File: config.mk
export PLATFORM = sky130hd
export DESIGN_NAME = l2_stats_collector
export DESIGN_NICKNAME = d
export VERILOG_FILES = /design/src/rtl/l2_stats_pkg.sv /design/src/rtl/l2_stats_divider.sv /design/src/rtl/l2_stats_collector.sv
export SDC_FILE = /design/constraint.sdc
export NUM_CORES = 1
export LEC_CHECK = 0
export BUFFER_PORTS_ARGS = -buffer_cell sky130_fd_sc_hd__buf_2
export CORE_MARGIN = 3
export CORE_UTILIZATION = 25
export CTS_CLUSTER_SIZE = 25
export DETAILED_ROUTE_END_ITERATION = 8
export PLACE_DENSITY = 0.41
export SYNTH_ARGS = -nofsm -noshare
export SYNTH_HDL_FRONTEND = slang
export SYNTH_SLANG_ARGS = --single-unit
File: constraint.sdc
create_clock -name clk -period 16.79 [get_ports clk]
set_clock_uncertainty 0.2 [all_clocks]
set_input_delay 0.8395 -clock clk [delete_from_list [all_inputs] [get_ports clk]]
set_output_delay 0.8395 -clock clk [all_outputs]
set_load 0.005 [all_outputs]
File: src/rtl/l2_stats_pkg.sv
// Shared types and constants for the L2 statistics collector and its divider.
package l2_stats_pkg;

    typedef enum logic [1:0] {
        ST_IDLE = 2'd0,
        ST_DIV  = 2'd1,
        ST_DONE = 2'd2
    } stats_state_t;

    localparam int EV_HIT   = 0;
    localparam int EV_MISS  = 1;
    localparam int EV_READ  = 2;
    localparam int EV_WRITE = 3;

endpackage

File: src/rtl/l2_stats_divider.sv
// Sequential restoring divider producing Q_W quotient bits, one per cycle,
// with the first bit resolved on the start edge. A zero divisor yields zero.
module l2_stats_divider #(
    parameter int DVD_W = 48,
    parameter int DVS_W = 33,
    parameter int Q_W   = 17
) (
    input  logic             clk,
    input  logic             reset,
    input  logic             start,
    input  logic [DVD_W-1:0] dividend,
    input  logic [DVS_W-1:0] divisor,
    output logic             busy,
    output logic             done,
    output logic [Q_W-1:0]   quotient
);

    localparam int CNT_W = $clog2(Q_W + 1);

    logic [DVS_W-1:0] rem;
    logic [DVS_W-1:0] dvs;
    logic [Q_W-1:0]   dvdBits;
    logic [Q_W-1:0]   qAcc;
    logic [CNT_W-1:0] iter;
    logic             zeroDiv;

    logic [DVS_W-1:0] initRem;
    logic [DVS_W-1:0] curRem;
    logic [DVS_W-1:0] curDvs;
    logic             curBit;
    logic [DVS_W:0]   trial;
    logic [DVS_W:0]   diff;
    logic             fits;
    logic [DVS_W-1:0] nextRem;

    // The caller guarantees dividend < divisor << Q_W, so the bits above the
    // quotient window seed the partial remainder without further steps.
    always_comb begin
        initRem = DVS_W'(dividend >> Q_W);
        curRem  = start ? initRem : rem;
        curDvs  = start ? divisor : dvs;
        curBit  = start ? dividend[Q_W-1] : dvdBits[Q_W-1];
        trial   = {curRem, curBit};
        diff    = trial - {1'b0, curDvs};
        fits    = (trial >= {1'b0, curDvs});
        nextRem = fits ? diff[DVS_W-1:0] : trial[DVS_W-1:0];
    end

    always_ff @(posedge clk or posedge reset) begin
        if (reset) begin
            busy     <= 1'b0;
            done     <= 1'b0;
            quotient <= '0;
            rem      <= '0;
            dvs      <= '0;
            dvdBits  <= '0;
            qAcc     <= '0;
            iter     <= '0;
            zeroDiv  <= 1'b0;
        end else begin
            done <= 1'b0;
            if (start) begin
                busy    <= 1'b1;
                iter    <= CNT_W'(1);
                rem     <= nextRem;
                qAcc    <= {{(Q_W-1){1'b0}}, fits};
                dvdBits <= {dividend[Q_W-2:0], 1'b0};
                dvs     <= divisor;
                zeroDiv <= (divisor == '0);
            end else if (busy) begin
                rem     <= nextRem;
                qAcc    <= {qAcc[Q_W-2:0], fits};
                dvdBits <= {dvdBits[Q_W-2:0], 1'b0};
                iter    <= iter + CNT_W'(1);
                if (iter == CNT_W'(Q_W - 1)) begin
                    busy     <= 1'b0;
                    done     <= 1'b1;
                    quotient <= zeroDiv ? '0 : {qAcc[Q_W-2:0], fits};
                end
            end
        end
    end

endmodule

File: src/rtl/l2_stats_collector.sv
// Saturating L2 event counter bank with snapshot shadow registers, a
// registered read-out port and a multi-cycle hit/(hit+miss) ratio.
module l2_stats_collector #(
    parameter int NUM_EVENTS  = 4,
    parameter int COUNT_WIDTH = 32,
    parameter int RATIO_FRAC  = 16,
    parameter int HIT_IDX     = 0,
    parameter int MISS_IDX    = 1
) (
    input  logic                          clk,
    input  logic                          reset,
    input  logic                          enable,
    input  logic [NUM_EVENTS-1:0]         event_valid,
    input  logic                          clear,
    input  logic                          snap_req,
    output logic                          snap_busy,
    output logic                          snap_done,
    input  logic [$clog2(NUM_EVENTS)-1:0] rd_sel,
    output logic [COUNT_WIDTH-1:0]        rd_data,
    output logic [RATIO_FRAC:0]           ratio,
    output logic [NUM_EVENTS-1:0]         saturated,
    output logic [1:0]                    dbgState
);

    import l2_stats_pkg::*;

    localparam int DVD_W = COUNT_WIDTH + RATIO_FRAC;
    localparam int DVS_W = COUNT_WIDTH + 1;
    localparam int Q_W   = RATIO_FRAC + 1;

    // Handshake: snap_req is a one-cycle request honoured only in ST_IDLE;
    // snap_busy stays high until the edge that raises the snap_done pulse,
    // and ratio is valid from that pulse until the next one.

    logic [COUNT_WIDTH-1:0] liveCnt [NUM_EVENTS];
    logic [COUNT_WIDTH-1:0] shadow  [NUM_EVENTS];
    stats_state_t           state;

    logic             takeSnap;
    logic [DVD_W-1:0] divDividend;
    logic [DVS_W-1:0] divDivisor;
    logic             divBusy;
    logic             divDone;
    logic [Q_W-1:0]   divQuot;

    assign takeSnap    = (state == ST_IDLE) && snap_req;
    assign divDividend = {liveCnt[HIT_IDX], {RATIO_FRAC{1'b0}}};
    assign divDivisor  = {1'b0, liveCnt[HIT_IDX]} + {1'b0, liveCnt[MISS_IDX]};
    assign dbgState    = state;

    // Clear has priority over any event arriving in the same cycle.
    always_ff @(posedge clk or posedge reset) begin
        if (reset) begin
            for (int i = 0; i < NUM_EVENTS; i++) liveCnt[i] <= '0;
            saturated <= '0;
        end else if (clear) begin
            for (int i = 0; i < NUM_EVENTS; i++) liveCnt[i] <= '0;
            saturated <= '0;
        end else if (enable) begin
            for (int i = 0; i < NUM_EVENTS; i++) begin
                if (event_valid[i]) begin
                    if (liveCnt[i] == {COUNT_WIDTH{1'b1}}) saturated[i] <= 1'b1;
                    else liveCnt[i] <= liveCnt[i] + COUNT_WIDTH'(1);
                end
            end
        end
    end

    always_ff @(posedge clk or posedge reset) begin
        if (reset) begin
            for (int i = 0; i < NUM_EVENTS; i++) shadow[i] <= '0;
        end else if (takeSnap) begin
            for (int i = 0; i < NUM_EVENTS; i++) shadow[i] <= liveCnt[i];
        end
    end

    l2_stats_divider #(
        .DVD_W (DVD_W),
        .DVS_W (DVS_W),
        .Q_W   (Q_W)
    ) u_divider (
        .clk      (clk),
        .reset    (reset),
        .start    (takeSnap),
        .dividend (divDividend),
        .divisor  (divDivisor),
        .busy     (divBusy),
        .done     (divDone),
        .quotient (divQuot)
    );

    always_ff @(posedge clk or posedge reset) begin
        if (reset) begin
            state     <= ST_IDLE;
            snap_busy <= 1'b0;
            snap_done <= 1'b0;
            ratio     <= '0;
        end else begin
            snap_done <= 1'b0;
            case (state)
                ST_IDLE: begin
                    if (snap_req) begin
                        state     <= ST_DIV;
                        snap_busy <= 1'b1;
                    end
                end
                ST_DIV: begin
                    if (divDone && !divBusy) state <= ST_DONE;
                end
                ST_DONE: begin
                    ratio     <= divQuot;
                    snap_done <= 1'b1;
                    snap_busy <= 1'b0;
                    state     <= ST_IDLE;
                end
                default: state <= ST_IDLE;
            endcase
        end
    end

    always_ff @(posedge clk or posedge reset) begin
        if (reset) rd_data <= '0;
        else if (32'(rd_sel) < NUM_EVENTS) rd_data <= shadow[rd_sel];
        else rd_data <= '0;
    end

endmodule
# Word-level counts from Yosys, hierarchy flattened
# Index checks and enable logic that the tools add are counted.
dict set report op_classes {
  n_addsub 7
  magnitude_cmp 2
  n_eq_ne 13
  mux 48
  bitwise_logic 2
  reduce_logical 27
}
# operator count
set op_table {}
lappend op_table {{2-to-1 mux 32 bit} 10}
lappend op_table {{2-to-1 mux 128 bit} 2}
lappend op_table {{2-to-1 mux 33 bit} 5}
lappend op_table {{adder 32 x 1 -> 32 bit, second input constant} 4}
lappend op_table {{equality test 32 bit, second input constant} 4}
lappend op_table {{binary-select mux 32 bit (select 2 bit)} 1}
lappend op_table {{2-to-1 mux 17 bit} 3}
lappend op_table {{>= comparator 34 x 33 -> 1 bit} 1}
lappend op_table {{adder 32 x 32 -> 33 bit} 1}
lappend op_table {{logical NOT 33 bit} 1}
lappend op_table {{subtractor 33 bit} 1}
lappend op_table {{2-to-1 mux 16 bit} 2}
lappend op_table {{AND reduction 3 bit} 9}
lappend op_table {{nonzero test 2 bit} 11}
lappend op_table {{2-to-1 mux 1 bit} 17}
lappend op_table {{!= test 2 bit, second input constant} 6}
lappend op_table {{2-to-1 mux 5 bit} 2}
lappend op_table {{2-to-1 mux 4 bit} 2}
lappend op_table {{adder 5 x 1 -> 5 bit, second input constant} 1}
lappend op_table {{equality test 5 bit, second input constant} 1}
lappend op_table {{2-to-1 mux 2 bit} 2}
lappend op_table {{case mux 2 bit (2 select lines)} 1}
lappend op_table {{AND reduction 2 bit} 2}
lappend op_table {{>= comparator 3 bit, second input constant} 1}
lappend op_table {{8 further kinds} 9}
dict set report word_totals {
  regBits 437
  input_bits 11
  out_inout_bits 57
  elab_cells 125
}

# Depth between registers and ports, before layout
# Gate-level depths: netlist of the first run.
dict set report depth {
  ltp_word 7
  depth_mapped 25
}

# By module
# From an unflattened synthesis of the first run, not the netlist that was laid out.
dict set report unflattened {
  cells_unflattened 2238
  hier_area_um2 23297.3
}
# mod n_inst cells_per_inst area_each_um2 seq_area_each_um2
set by_module_without_submodules {}
lappend by_module_without_submodules {l2_stats_collector 1 1423 15860.2 7832.5}
lappend by_module_without_submodules {l2_stats_divider 1 815 7437.1 3078.0}

# Least setup slack after synthesis of the first run
# OpenSTA, ideal clock, no wires.
dict set report synth_timing {
  kind {flip-flop to flip-flop}
  start {register liveCnt[68] (netlist name)}
  end {register u_divider.rem[11]}
  setup_time_ns 0.137
  arrival_ns 4.495
  required_time_ns 16.453
  slack_ns 11.958
  path_stages_with_launch 21
  n_path_buf 2
  synth_period_minus_slack_ns 4.832
  cell_sequence {dfrtp_1 > ha_1 > a21oi_1 > o22a_1 > a21o_1 > a2111o_1 > and2_1 > a311oi_1 > o21a_1 > ha_1 > and3_1 > or4_1 > o21ai_0 > a31oi_1 > a21oi_2 > o21ai_2 > a21oi_1 > buf_2 > buf_4 > mux2i_1 > a21oi_1}
}
dict set report synth_via {
  elab_chain_cells 6
}
# element line
set synth_rtl {}
lappend synth_rtl {{from (decl)} l2_stats_collector.sv:35} ;# logic [COUNT_WIDTH-1:0] liveCnt [NUM_EVENTS];
lappend synth_rtl {{from (signal, indexed assignment)} l2_stats_collector.sv:63} ;# else liveCnt[i] <= liveCnt[i] + COUNT_WIDTH'(1);
lappend synth_rtl {{adder 32 x 32 -> 33 bit (*)} l2_stats_collector.sv:48} ;# assign divDivisor = {1'b0, liveCnt[HIT_IDX]} + {1'b0, liveCnt[MISS_IDX]};
lappend synth_rtl {{2-to-1 mux 33 bit (*)} -}
lappend synth_rtl {{subtractor 33 bit or >= comparator 34 x 33 -> 1 bit (tied branches)} {l2_stats_divider.sv:44, l2_stats_divider.sv:45}}
lappend synth_rtl {{2-to-1 mux 33 bit (*)} l2_stats_divider.sv:46} ;# nextRem = fits ? diff[DVS_W-1:0] : trial[DVS_W-1:0];
lappend synth_rtl {{2-to-1 mux 33 bit} l2_stats_divider.sv:70} ;# end else if (busy) begin
lappend synth_rtl {{2-to-1 mux 33 bit (*)} l2_stats_divider.sv:62} ;# if (start) begin
lappend synth_rtl {{to (signal assigned)} l2_stats_divider.sv:65} ;# rem <= nextRem;
lappend synth_rtl {{to (signal assigned)} l2_stats_divider.sv:71} ;# rem <= nextRem;
lappend synth_rtl {{to (decl)} l2_stats_divider.sv:20} ;# logic [DVS_W-1:0] rem;
# Mark *: on every way between the ends. The rest lies on a longest branch, timed or not. The select of a mux whose other input is x is not followed.
# A chain may end at the register's enable or synchronous reset.

# Worst setup path after layout of the first run
dict set report layout_timing {
  start {register liveCnt[68] (netlist name)}
  end {register u_divider.rem[1]}
}
dict set report layout_via {
  elab_chain_cells 6
}
# element line
set layout_rtl {}
lappend layout_rtl {{adder 32 x 32 -> 33 bit (*)} l2_stats_collector.sv:48}
lappend layout_rtl {{2-to-1 mux 33 bit (*)} -}
lappend layout_rtl {{>= comparator 34 x 33 -> 1 bit (*)} l2_stats_divider.sv:45} ;# fits = (trial >= {1'b0, curDvs});
lappend layout_rtl {{2-to-1 mux 33 bit (*)} l2_stats_divider.sv:46}
lappend layout_rtl {{2-to-1 mux 33 bit} l2_stats_divider.sv:70}
lappend layout_rtl {{2-to-1 mux 33 bit (*)} l2_stats_divider.sv:62}
# Marks and branches as above.

==> results of run 1 <==
[flip-flops by register name, indices dropped and copies added (netlist names), 2 cells and up]
name,flops
u_divider.iter,5
liveCnt,96
u_divider.qAcc,16
saturated,4
rd_data,32
u_divider.rem,33
u_divider.dvs,33
ratio,17
u_divider.quotient,17
divDividend,32
dbgState,2
shadow,128
[critical path, stage by stage (launching register included)]
cell and delay (ns):
sky130_fd_sc_hd__dfrtp_1 0.46, sky130_fd_sc_hd__ha_1 0.40, sky130_fd_sc_hd__a21oi_1 0.14, sky130_fd_sc_hd__o22a_1 0.24, sky130_fd_sc_hd__a21o_1 0.22, sky130_fd_sc_hd__a2111o_1 0.42
sky130_fd_sc_hd__and2_1 0.19, sky130_fd_sc_hd__a311oi_1 0.62, sky130_fd_sc_hd__o21a_1 0.24, sky130_fd_sc_hd__ha_1 0.29, sky130_fd_sc_hd__and3_1 0.21, sky130_fd_sc_hd__or4_1 0.46
sky130_fd_sc_hd__o21ai_0 0.10, sky130_fd_sc_hd__a31oi_1 0.14, sky130_fd_sc_hd__a21oi_2 0.30, sky130_fd_sc_hd__o21ai_2 0.20, sky130_fd_sc_hd__a21oi_4 0.31, sky130_fd_sc_hd__buf_4 0.51
sky130_fd_sc_hd__mux2_2 0.40, sky130_fd_sc_hd__a21oi_1 0.14
[through the flow]
stage / power, mW / area, um^2 / util, %
2_1_floorplan: 2.01 / 21800 / -
5_1_grt: 3.56 / 25000 / 29.1
6_report: 3.33 / 25000 / 29.1
4_1_cts: 3.38 / 25000 / 29.1
3_3_place_gp: 2.26 / 23300 / 27.2
3_5_place_dp: 2.27 / 23300 / 27.2
[kinds of logic (layout without fill, tap and decap cells)]
| group | after synthesis | after routing | synth area share [%] |
|---|---|---|---|
| compound gates | 319 | 319 | 9.16 |
| flops | 420 | 420 | 48.2 |
| xor+xnor | 172 | 172 | 6.91 |
| fa+ha+maj | 73 | 73 | 4.26 |
| simple gates | 1078 | 1078 | 21.6 |
| buf+inv | 175 | 245 | 3.10 |
| mux | 107 | 107 | 6.85 |
[layer usage]
| metal | up-vias | GRT usage [%] |
|---|---|---|
| met5 | - | 0 |
| met4 | 0 | 3.66 |
| met3 | 73 | 2.02 |
| met2 | 262 | 22.3 |
| met1 | 8202 | 19.7 |
| li1 | 8046 | - |
[cells in the mapped netlist, drive strengths merged, types with 3 or more instances]
cell,n,area (um^2)
mux4,32,721
nor2b,14,87.6
inv,71,267
a31oi,15,93.8
or3,12,75.1
and4,16,140
nand2,579,2170
mux2i,57,571
a211oi,9,67.6
o221ai,5,43.8
nor3,34,175
nor3b,3,22.5
buf,18,85.1
or2,3,18.8
xnor2,65,569
clkbuf,86,324
a21boi,3,22.5
dfrtp,420,10500
nand4,42,269
nand3,68,345
or4,5,41.3
o311ai,3,26.3
ha,71,888
and2,13,81.3
a21oi,104,524
xor2,107,937
o21a,21,158
and3,26,163
nor2,223,837
nand3b,4,30.0
o211ai,11,82.6
o21ai,74,378
o21bai,5,37.5
mux2,18,203
a311oi,4,41.3
nor4,13,87.6
a21o,38,285
nand2b,19,119
o31ai,6,50.1
[final cells by class]
type | instances | area, um^2
multi-input combinational | 1749 | 10700
clock inverter | 21 | 218
fill | 8994 | 60900
tap | 1144 | 1430
sequential | 420 | 10500
clock buffer | 70 | 1420
timing repair buffer | 83 | 458
inverter | 71 | 274
[path summary, 6_finish.rpt]
path,startpoint,endpoint,slack (ns),cells after the start
max,liveCnt[68],u_divider.rem[1],10.50,19
min,reset,u_divider.dvs[17],0.23,2
max reg2reg,liveCnt[68],u_divider.rem[1],10.50,19
min reg2reg,shadow[51],shadow[51],0.27,2
max in group asynchronous,reset,ratio[14],14.08,4
min in group clk,shadow[51],shadow[51],0.27,2
[placed cells by master, fill, tap and decap left out, drive strengths merged, types with 42 or more instances in the layout]
| cell type | instances |
|---|---|
| mux2i | 57 |
| inv | 72 |
| a21oi | 104 |
| nor2 | 223 |
| dfrtp | 420 |
| xnor2 | 65 |
| nand4 | 42 |
| xor2 | 107 |
| o21ai | 74 |
| ha | 71 |
| nand2 | 579 |
| clkbuf | 70 |
| buf | 83 |
| nand3 | 68 |
[power by group through the flow]
stage	sequential, mW	clock (mW)	combinational [mW]
after global routing	1.22	1.16	1.17
after CTS	1.21	1.12	1.05
after global placement	1.22	0	1.03
after floorplan	1.20	0	0.815
final	1.21	1.08	1.03
after detailed placement	1.23	0	1.04
==> metrics.yaml, run 1 <==
status: "finished clean"
drtAntennaViolNets: 0
vias: 16583
postSynth.topFlopCell: "sky130_fd_sc_hd__dfrtp_1"
die_width_um: 301
timing.critical_path.fanout_max: 29
power.leakage_nw: 12.0
edff_count_synth: 0
min-delay-path-class: "input port to async pin"
firstDrtPassIters: 5
synth_async_sr_flop_share_pct: 100
design.portCount: 68
synthesis.instances: 2344
last_weighted_congestion_value_of_the_routability_driven_placer: 0.843
setup_viol: 0
grt_setup_unrepaired: "no"
first_global_vias: 16991
grt_antenna_before_repair: 3
synthesis.area_um2: 21800
finalHoldViolations: 0
cts.sink_count: 420
post-cts-setup-buffers: 0
postSynthRegisterBits: 420
synthToLayoutAreaGrowth_pct: 14.4
numCtsBuffers: 50
dp_cells: 3467
critPathLaunchType: "flip-flop"
power.combinational.fraction_pct: 31.1
maximum_number_of_pins_on_one_net_before_global_route_repair: 119
routed-wl-met2_mm: 29.0
clockRootBuffer: "sky130_fd_sc_hd__clkbuf_16"
via_per_inst: 4.66
cell_internal_pwr_mw: 2.18
timing_max_transition_violations_final: 0
timing.hold.ws_ns: 0.226
critical_path_arrival_ns: 6.59
routedLengthMet1_mm: 30.2
pwr-share-clk_pct: 32.6
detailedPlace.worstSlack_ns: 10.38
cts.path.max_buffers: 3
max_freq_mhz: 159
initial_core_util_pct: 25.4
worst-setup-path-type: "flip-flop to flip-flop"
final_layout_net_count: 2459
routed_wl_mm: 62.8
worst_ep_required_time_ns: 17.10
final_layout_size_suffix_gt1_share_pct: 9.61
total_die_area_um2: 90800
overall_overflow_remaining_after_global_route: 0
die_height_um: 301
design.core.area_um2: 85800
clk-insertion-delay-late_ns: 0.60
cp-end-kind: "flip-flop"
maxUsedRoutingLayer: "met4"
cts_resized: 0
cts_max_level: 2
final.min_clock_period_ns: 6.29
number_of_maximum_capacitance_violations: 0
groute.usage.overall_pct: 13.9
floorplan.rows: 107
netSwitchingFraction_pct: 34.4
detail_route.drc_violations: 0
port_buffers: 67
synth.yosys.warnings: 0
synth_sequential_area_ratio_pct: 48.2
switching_power_mw: 1.14
path_clk_slew_ns: 0.06
synthesis.nets: 2428
number_of_hold_buffers_added_after_cts: 0
fin_cells: 3558
met3RoutedLength_mm: 2.12
yosys.cell_types.count: 73
drtIter0Drc: 1118
ir_drop_uv: 64.8
grt_first_pass_wirelength_mm: 101
worst_slew_pin_slew_ns: 1.32
fin_crit_share_pct: 37.4
fin_tns_setup_ns: 0
tritoncts: "yes"
power_per_cell_area_nw_per_um2: 133
antenna_cells: 0
routed_length_per_placed_instance_um: 17.6
post_synth.cell_area_avg_um2: 9.31
dp.final_hpwl_mm: 44.8
max_slew_margin_pct: 11.1
seq_power_share_pct: 36.3
fin_ws_ns: 10.50
No activity file was read; power rests on OpenSTA's default activity.
==> run 2: changes to the inputs <==
- ABC_AREA: default -> 1
- PLACE_DENSITY: 0.41 -> 0.42
- clock period: 16.79 -> 5.25 ns (I/O delays scaled with it)
==> run 2 against run 1 <==
Net effect: total power rose to 3.6 times the previous value; combinational power rose to 4.4 times the previous value; utilization up 0.080 points; sequential share of layout area down 5.0 points; final cell count up 34%; first-iteration DRC count up 58%; maximum frequency up 33%; clock power rose to 3.4 times the previous value; synthesized area up 13%; die area up 12%; non-clock buffer count up 41; sequential power rose to 3.2 times the previous value; critical endpoint is now u_divider.rem[12]; largest power group is now combinational logic.
==> metrics.yaml, run 2 <==
status: "finished clean"
largest-register: "shadow"
final_cell_area_um2: 28300  # +13%
edff_count_synth: 0  # unchanged
use_met3_pct: 2.08  # +0.066 points
critical_path.most_common_cell: "sky130_fd_sc_hd__nand2_1"
final_layout_size_suffix_gt1_share_pct: 7.88  # -1.7 points
power_per_cell_area_nw_per_um2: 428  # +220%
die_height_um: 319  # +6.0%
maximum_number_of_pins_on_one_net_before_global_route_repair: 167  # +40%
timing.hold.worst_endpoint: "saturated[1]"
design.core.area_um2: 97000  # +13%
synthesis.instances: 3369  # +44%
routed_length_per_placed_instance_um: 19.2  # +8.9%
fin_ws_ns: 0.509  # -10.0 ns
port_buffers: 67  # unchanged
largest_register_ffs: 128  # unchanged
critPathLaunchType: "flip-flop"
die_width_um: 319  # +6.0%
crit-reg2reg-launch: "divDividend[16]"
initial_core_util_pct: 25.3  # -0.10 points
critical-path-slowest-cell: "sky130_fd_sc_hd__dfrtp_1"
cp-end-kind: "flip-flop"
yosys.cell_types.count: 56  # -23%
cts.sink_count: 420  # unchanged
floorplan.rows: 114  # +6.5%
firstDrtPassIters: 5  # unchanged
antenna_cells: 0  # unchanged
final_layout_net_count: 3521  # +43%
cts.path.max_buffers: 3  # unchanged
groute.usage.overall_pct: 17.8  # +3.8 points
ir_drop_uv: 296  # +360%
synth_top_cell_area_share_pct: 42.8  # -5.4 points
synth.top_cells.by_count: "sky130_fd_sc_hd__nand2_1 (966), sky130_fd_sc_hd__dfrtp_1 (420), sky130_fd_sc_hd__inv_1 (404), sky130_fd_sc_hd__nor2_1 (365), sky130_fd_sc_hd__o21ai_0 (273)"
grt_use_met1_pct: 24.4  # +4.6 points
use_met2_pct: 29.8  # +7.6 points
worst-setup-path-type: "flip-flop to flip-flop"
timing.critical_path.fanout_max: 19  # -34%
grt_first_pass_wirelength_mm: 141  # +40%
number_of_maximum_capacitance_violations: 0  # unchanged
detailedPlace.worstSlack_ns: 0.331  # -10.05 ns
synthToLayoutAreaGrowth_pct: 15.2
path_clk_slew_ns: 0.06  # about the same
grt_setup_unrepaired: "no"
max_freq_mhz: 211  # +33%
post-synth-top-area-cell: "sky130_fd_sc_hd__dfrtp_1"
critical_path.max_stage_delay_ns: 0.45  # -0.17 ns
min-delay-path-class: "input port to flip-flop"
synthesis.nets: 3453  # +42%
hold_path.startpoint: "enable"
clk-insertion-delay-late_ns: 0.63  # +0.03 ns
critical_path_arrival_ns: 5.04  # -1.55 ns
detail_route.drc_violations: 0  # unchanged
final.min_clock_period_ns: 4.74  # -1.54 ns
critical_path.top_delay_family: "simple AND/OR/NAND/NOR gates"
last_weighted_congestion_value_of_the_routability_driven_placer: 0.911  # +8.1%
routed_wl_mm: 91.2  # +45%
worstPathBufferInverterCount: 3  # +2
synth_async_sr_flop_share_pct: 100  # unchanged
overall_overflow_remaining_after_global_route: 0  # unchanged
numCtsBuffers: 54  # +8.0%
fin_crit_share_pct: 90.3  # +53 points
synthesis.area_um2: 24600  # +13%
timing.reg2reg.setup_slack_ns: 0.51  # -10.00 ns
synth_sequential_area_ratio_pct: 42.8  # -5.4 points
grt_busiest_layer: "met2"
cell_with_the_most_instances_after_synthesis: "sky130_fd_sc_hd__nand2_1"
design.portCount: 68  # unchanged
layout_top_registers: "shadow x128, liveCnt x96"
worst_slew_pin_slew_ns: 1.13  # -0.192 ns
drtIter0Drc: 1761  # +58%
place_area_um2: 26400  # +13%
timing_max_transition_violations_final: 0  # unchanged
worst_r2r_path_depth: 28  # +9
first_global_vias: 22341  # +31%
cts_max_level: 2  # unchanged
layout_common_cells: "sky130_fd_sc_hd__nand2_1 (966), sky130_fd_sc_hd__dfrtp_1 (420), sky130_fd_sc_hd__inv_1 (402)"
max_slew_margin_pct: 24.5  # +13 points
dp.final_hpwl_mm: 69.7  # +56%
drtAntennaViolNets: 0  # unchanged
worst_ep_required_time_ns: 5.55  # -11.55 ns
timing.rr.end: "u_divider.rem[12]"
setup_viol: 0  # unchanged
postSynthRegisterBits: 420  # unchanged
vias: 22606  # +36%
via_per_inst: 4.76  # +2.1%
synth.yosys.warnings: 0  # unchanged
finalHoldViolations: 0  # unchanged
postSynth.topFlopCell: "sky130_fd_sc_hd__dfrtp_1"
synth_area_leaders: "sky130_fd_sc_hd__dfrtp_1 (43%), sky130_fd_sc_hd__nand2_1 (15%), sky130_fd_sc_hd__inv_1 (6.2%)"
tritoncts: "yes"
power.leakage_nw: 13.3  # +11%
total_die_area_um2: 102000  # +12%
hold_path_depth: 4
grt_antenna_before_repair: 1  # -2
final_common_cell: "sky130_fd_sc_hd__nand2_1"
clockRootBuffer: "sky130_fd_sc_hd__clkbuf_16"
post_synth.cell_area_avg_um2: 7.29  # -22%
run 2: cell types whose count changed after synthesis, sizes merged, moves of 38 or more:
cell   previous run  this run
nor3             34        95
xor2            107        44
xnor2            65        27
nand3            68       161
o21ai            74       280
nand2           579       980
o22ai             2        48
mux2i            57         0
nor2            223       375
inv              71       416
run 2: cell type report:
type | count | area [um^2]
Clock buffer | 78 | 1580
Tap cell | 1276 | 1600
Timing Repair Buffer | 124 | 876
Clock inverter | 17 | 170
Fill cell | 10733 | 68700
Multi-Input combinational cell | 2416 | 12000
Sequential cell | 420 | 10500
Inverter | 421 | 1600
run 2: routing by layer:
layer | wire length [um] | share of wire (%) | up-vias
met4 | 2030 | 2.2 | 0
met3 | 3900 | 4.3 | 110
met2 | 43200 | 47 | 479
li1 | - | - | 11067
met5 | 0 | 0 | -
met1 | 42100 | 46 | 10950
run 2: metrics by stage:
step / setup TNS [ns] / hold WS [ns] / util, % / total power, mW / cells
after floorplan: -368.76 / 0.229 / - / 7.08 / 3369
after global placement: 0 / 0.209 / 27.2 / 8.44 / 4646
after detailed placement: 0 / 0.206 / 27.2 / 8.39 / 4646
after CTS: 0 / 0.00956 / 29.1 / 12.2 / 4750
after global routing: 0 / 0.0448 / 29.2 / 13.0 / 4752
final: 0 / 0.0574 / 29.2 / 12.1 / 4752
run 2: worst max path at each step:
stage | start | depth (start not counted) | endpoint | slack, ns
6_report | divDividend[16] | 28 | u_divider.rem[12] | 0.51
5_1_grt | divDividend[16] | 28 | u_divider.rem[12] | 0.1
4_1_cts | liveCnt[74] | 22 | u_divider.rem[25] | 0.30
3_5_place_dp | liveCnt[74] | 22 | u_divider.rem[25] | 0.33
3_3_place_gp | liveCnt[74] | 22 | u_divider.rem[23] | 0.30
2_1_floorplan | reset | 1 | dbgState[0] | -0.88
run 2: worst reg2reg max path: cells and delay by family, from the launching register on:
kind | cells | cell delay (ns)
buffers and inverters | 3 | 0.40
AOI/OAI and AO/OA | 3 | 0.39
and+or+nand+nor | 19 | 2.07
adders and majority gates | 3 | 1.11
DFF | 1 | 0.45
run 2: logic make-up (layout without fill, tap and decap cells):
group	Yosys count	count (layout)	share of synthesized area (%)
AO/OA/AOI/OAI	530	530	12.1
buffers and inverters	533	640	8.57
adder cells (fa/ha/maj)	73	73	3.78
flip-flops	420	420	42.8
AND/OR/NAND/NOR	1742	1742	30.2
XOR/XNOR	71	71	2.53
run 2: repair_timing:
| item | 4_1_cts | 5_1_grt |
|---|---|---|
| endpoints found under the hold margin | 52 | 0 |
| hold buffers | 9 | 0 |
| gates resized for setup | 0 | 3 |
| setup endpoints to repair | 0 | 25 |
| buffers inserted | 0 | 2 |
run 2: report_power, final:
group / internal (mW) / leakage, nW / switching (mW)
Combinational: 1.55 / 6.80 / 3.01
Sequential: 3.67 / 5.66 / 0.189
Clock: 2.18 / 0.863 / 1.52
Total: 7.39 / 13.3 / 4.71
==> run 3: changes to the inputs <==
- ABC_AREA: 1 -> 0
- CORE_MARGIN: 3 -> 2
- CORE_UTILIZATION: 25 -> 50
- PLACE_DENSITY: 0.42 -> 0.71
==> run 3 against run 2 <==
Net effect: non-clock buffer count increased by 18; first-iteration DRC count shrank 29%; clock-buffer cell count down 16; critical path depth fell by 7; sequential power about the same; global-route usage grew 6.8 points; utilization is 29 points higher; routed wire length decreased by 40%; flip-flop and latch count did not move; critical endpoint is now u_divider.rem[18]; largest power group is now registers; highest routed layer unchanged.
==> metrics.yaml, run 3 (synthesis gave the netlist of run 1 again) <==
finalHoldViolations: 0  # unchanged
power.leakage_nw: 12.2  # -8.2%
timing.critical_path.fanout_max: 10  # -9
tritoncts: "yes"
via_per_inst: 5.60  # +18%
clockRootBuffer: "sky130_fd_sc_hd__clkbuf_16"
overall_overflow_remaining_after_global_route: 0  # unchanged
dp.final_hpwl_mm: 38.5  # -45%
ir_drop_uv: 347  # +17%
capture_point_of_the_critical_path: "u_divider.rem[18]"
fin_crit_share_pct: 96.9  # +6.6 points
final_common_cell: "sky130_fd_sc_hd__nand2_1"
numCtsBuffers: 44  # -19%
worst_r2r_path_depth: 21  # -25%
worstSetupStartpoint: "liveCnt[64]"
routed_wl_mm: 54.6  # -40%
clk-insertion-delay-late_ns: 0.59  # -0.04 ns
initial_core_util_pct: 50.6  # +25 points
cells_along_the_critical_path: "ha_2 > fa_2 > a21oi_2 > o22a_1 > a21o_1 > a2111o_1 > and2_1 > a311oi_2 > o21a_1 > ha_1 > and3_1 > or4_1 > o21ai_0 > a31oi_2 > a21oi_2 > o21ai_2 > a21oi_4 > buf_4 > clkbuf_16 > mux2i_1 > a21oi_1"
status: "finished clean"
die_width_um: 213  # -33%
number_of_maximum_capacitance_violations: 0  # unchanged
worstPathBufferInverterCount: 2  # -1
fill_cell_total_of_the_finished_layout: 3723  # -65%
max_freq_mhz: 197  # -6.8%
timing_max_transition_violations_final: 0  # unchanged
detail_route.drc_violations: 0  # unchanged
timing.reg2reg.setup_slack_ns: 0.16  # -0.35 ns
final.min_clock_period_ns: 5.09  # +0.346 ns
cp-end-kind: "flip-flop"
drtAntennaViolNets: 0  # unchanged
cts.path.max_buffers: 3  # unchanged
firstDrtPassIters: 5  # unchanged
last_weighted_congestion_value_of_the_routability_driven_placer: 0.888  # -2.5%
power_per_cell_area_nw_per_um2: 426  # -0.57%
fin_tns_setup_ns: 0  # unchanged
largest-register: "shadow"
setup_viol: 0  # unchanged
critical-path-slowest-cell: "sky130_fd_sc_hd__or4_1"
design_power_total_mw: 10.6  # -12%
antenna_cells: 0  # unchanged
worst_ep_required_time_ns: 5.46  # -0.09 ns
layout_common_cells: "sky130_fd_sc_hd__nand2_1 (576), sky130_fd_sc_hd__dfrtp_1 (418), sky130_fd_sc_hd__nor2_1 (223)"
total_die_area_um2: 45300  # -56%
design.core.area_um2: 43100  # -56%
cts_max_level: 2  # unchanged
critical_path.max_stage_delay_ns: 0.47  # +0.02 ns
critPathLaunchType: "flip-flop"
path_clk_slew_ns: 0.06  # about the same
critical_path_arrival_ns: 5.30  # +0.26 ns
grt_antenna_before_repair: 0  # -1
final_layout_net_count: 2512  # -29%
min-delay-path-class: "input port to flip-flop"
first_global_vias: 16671  # -25%
vias: 17054  # -25%
maximum_number_of_pins_on_one_net_before_global_route_repair: 127  # -24%
crit-reg2reg-launch: "liveCnt[64]"
floorplan.rows: 76  # -33%
synthToLayoutAreaGrowth_pct: 14.1
port_buffers: 67  # unchanged
critical_path.most_common_cell: "sky130_fd_sc_hd__a21oi_2"
grt_first_pass_wirelength_mm: 88.6  # -37%
layout_top_registers: "shadow x128, liveCnt x96"
final_layout_size_suffix_gt1_share_pct: 12.6  # +4.7 points
critical_path.top_delay_family: "compound AO/OA/AOI/OAI gates"
worst_slew_pin_slew_ns: 1.11  # -0.0259 ns
cts.sink_count: 420  # unchanged
routed_length_per_placed_instance_um: 17.9  # -6.7%
max_slew_margin_pct: 26.3  # +1.8 points
design.portCount: 68  # unchanged
worst-setup-path-type: "flip-flop to flip-flop"
timing.rr.end: "u_divider.rem[18]"
die_height_um: 213  # -33%
drtIter0Drc: 1243  # -29%
largest_register_ffs: 128  # unchanged
groute.usage.overall_pct: 24.6  # +6.8 points
crit_cells: 21  # -25%
run 3: per-layer routing:
layer	vias up	global-route usage, %	wire length [um]
met5	-	0	0
met4	0	7.55	1440
met3	84	3.10	2180
met2	355	38.1	25000
met1	8483	36.2	26000
li1	8132	-	-
run 3: final cells by class:
| type | count | area, um^2 | area share (%) |
|---|---|---|---|
| Clock inverter | 18 | 223 | 0.894 |
| Timing Repair Buffer | 142 | 1010 | 4.04 |
| Sequential cell | 420 | 10500 | 42.2 |
| Multi-Input combinational cell | 1749 | 10900 | 43.7 |
| Tap cell | 585 | 732 | 2.94 |
| Inverter | 71 | 270 | 1.09 |
| Clock buffer | 62 | 1270 | 5.10 |
run 3: how the worst min path moves through the flow:
stage	startpoint	to	slack, ns	cells past startpoint
after detailed placement	reset	divDividend[23]	0.19	2
after floorplan	snap_req	dbgState[0]	0.23	2
after global placement	reset	liveCnt[72]	0.19	2
after global routing	clear	liveCnt[2]	0.04	2
final	clear	liveCnt[47]	0.02	2
after CTS	clear	liveCnt[47]	0.008	2
run 3: power by group:
part           leakage (nW)  switching [mW]  internal, mW
Clock                 0.742            1.32          1.90
Combinational          5.84            2.00          1.52
Sequential             5.65           0.240          3.62
Total                  12.2            3.56          7.03
run 3: stage by stage:
step | hold slack [ns] | std cells | area, um^2 | util [%] | setup WS [ns]
6_report | 0.0174 | 3047 | 24900 | 57.8 | 0.162
2_1_floorplan | 0.227 | 2344 | 21800 | - | -0.878
5_1_grt | 0.0419 | 3047 | 24900 | 57.8 | -0.0583
4_1_cts | 0.00755 | 3039 | 24600 | 57.1 | 0.00753
3_3_place_gp | 0.190 | 2950 | 23000 | 53.4 | -0.102
3_5_place_dp | 0.193 | 2950 | 23000 | 53.4 | -0.155
run 3: timing repair:
action / 4_1_cts / 5_1_grt
cloned: 0 / 1
pin swaps: 0 / 6
setup buffers: 0 / 7
endpoints found under the setup margin: 31 / 35
hold buffers: 9 / 0
resized for setup: 2 / 48
endpoints found under the hold margin: 29 / 0
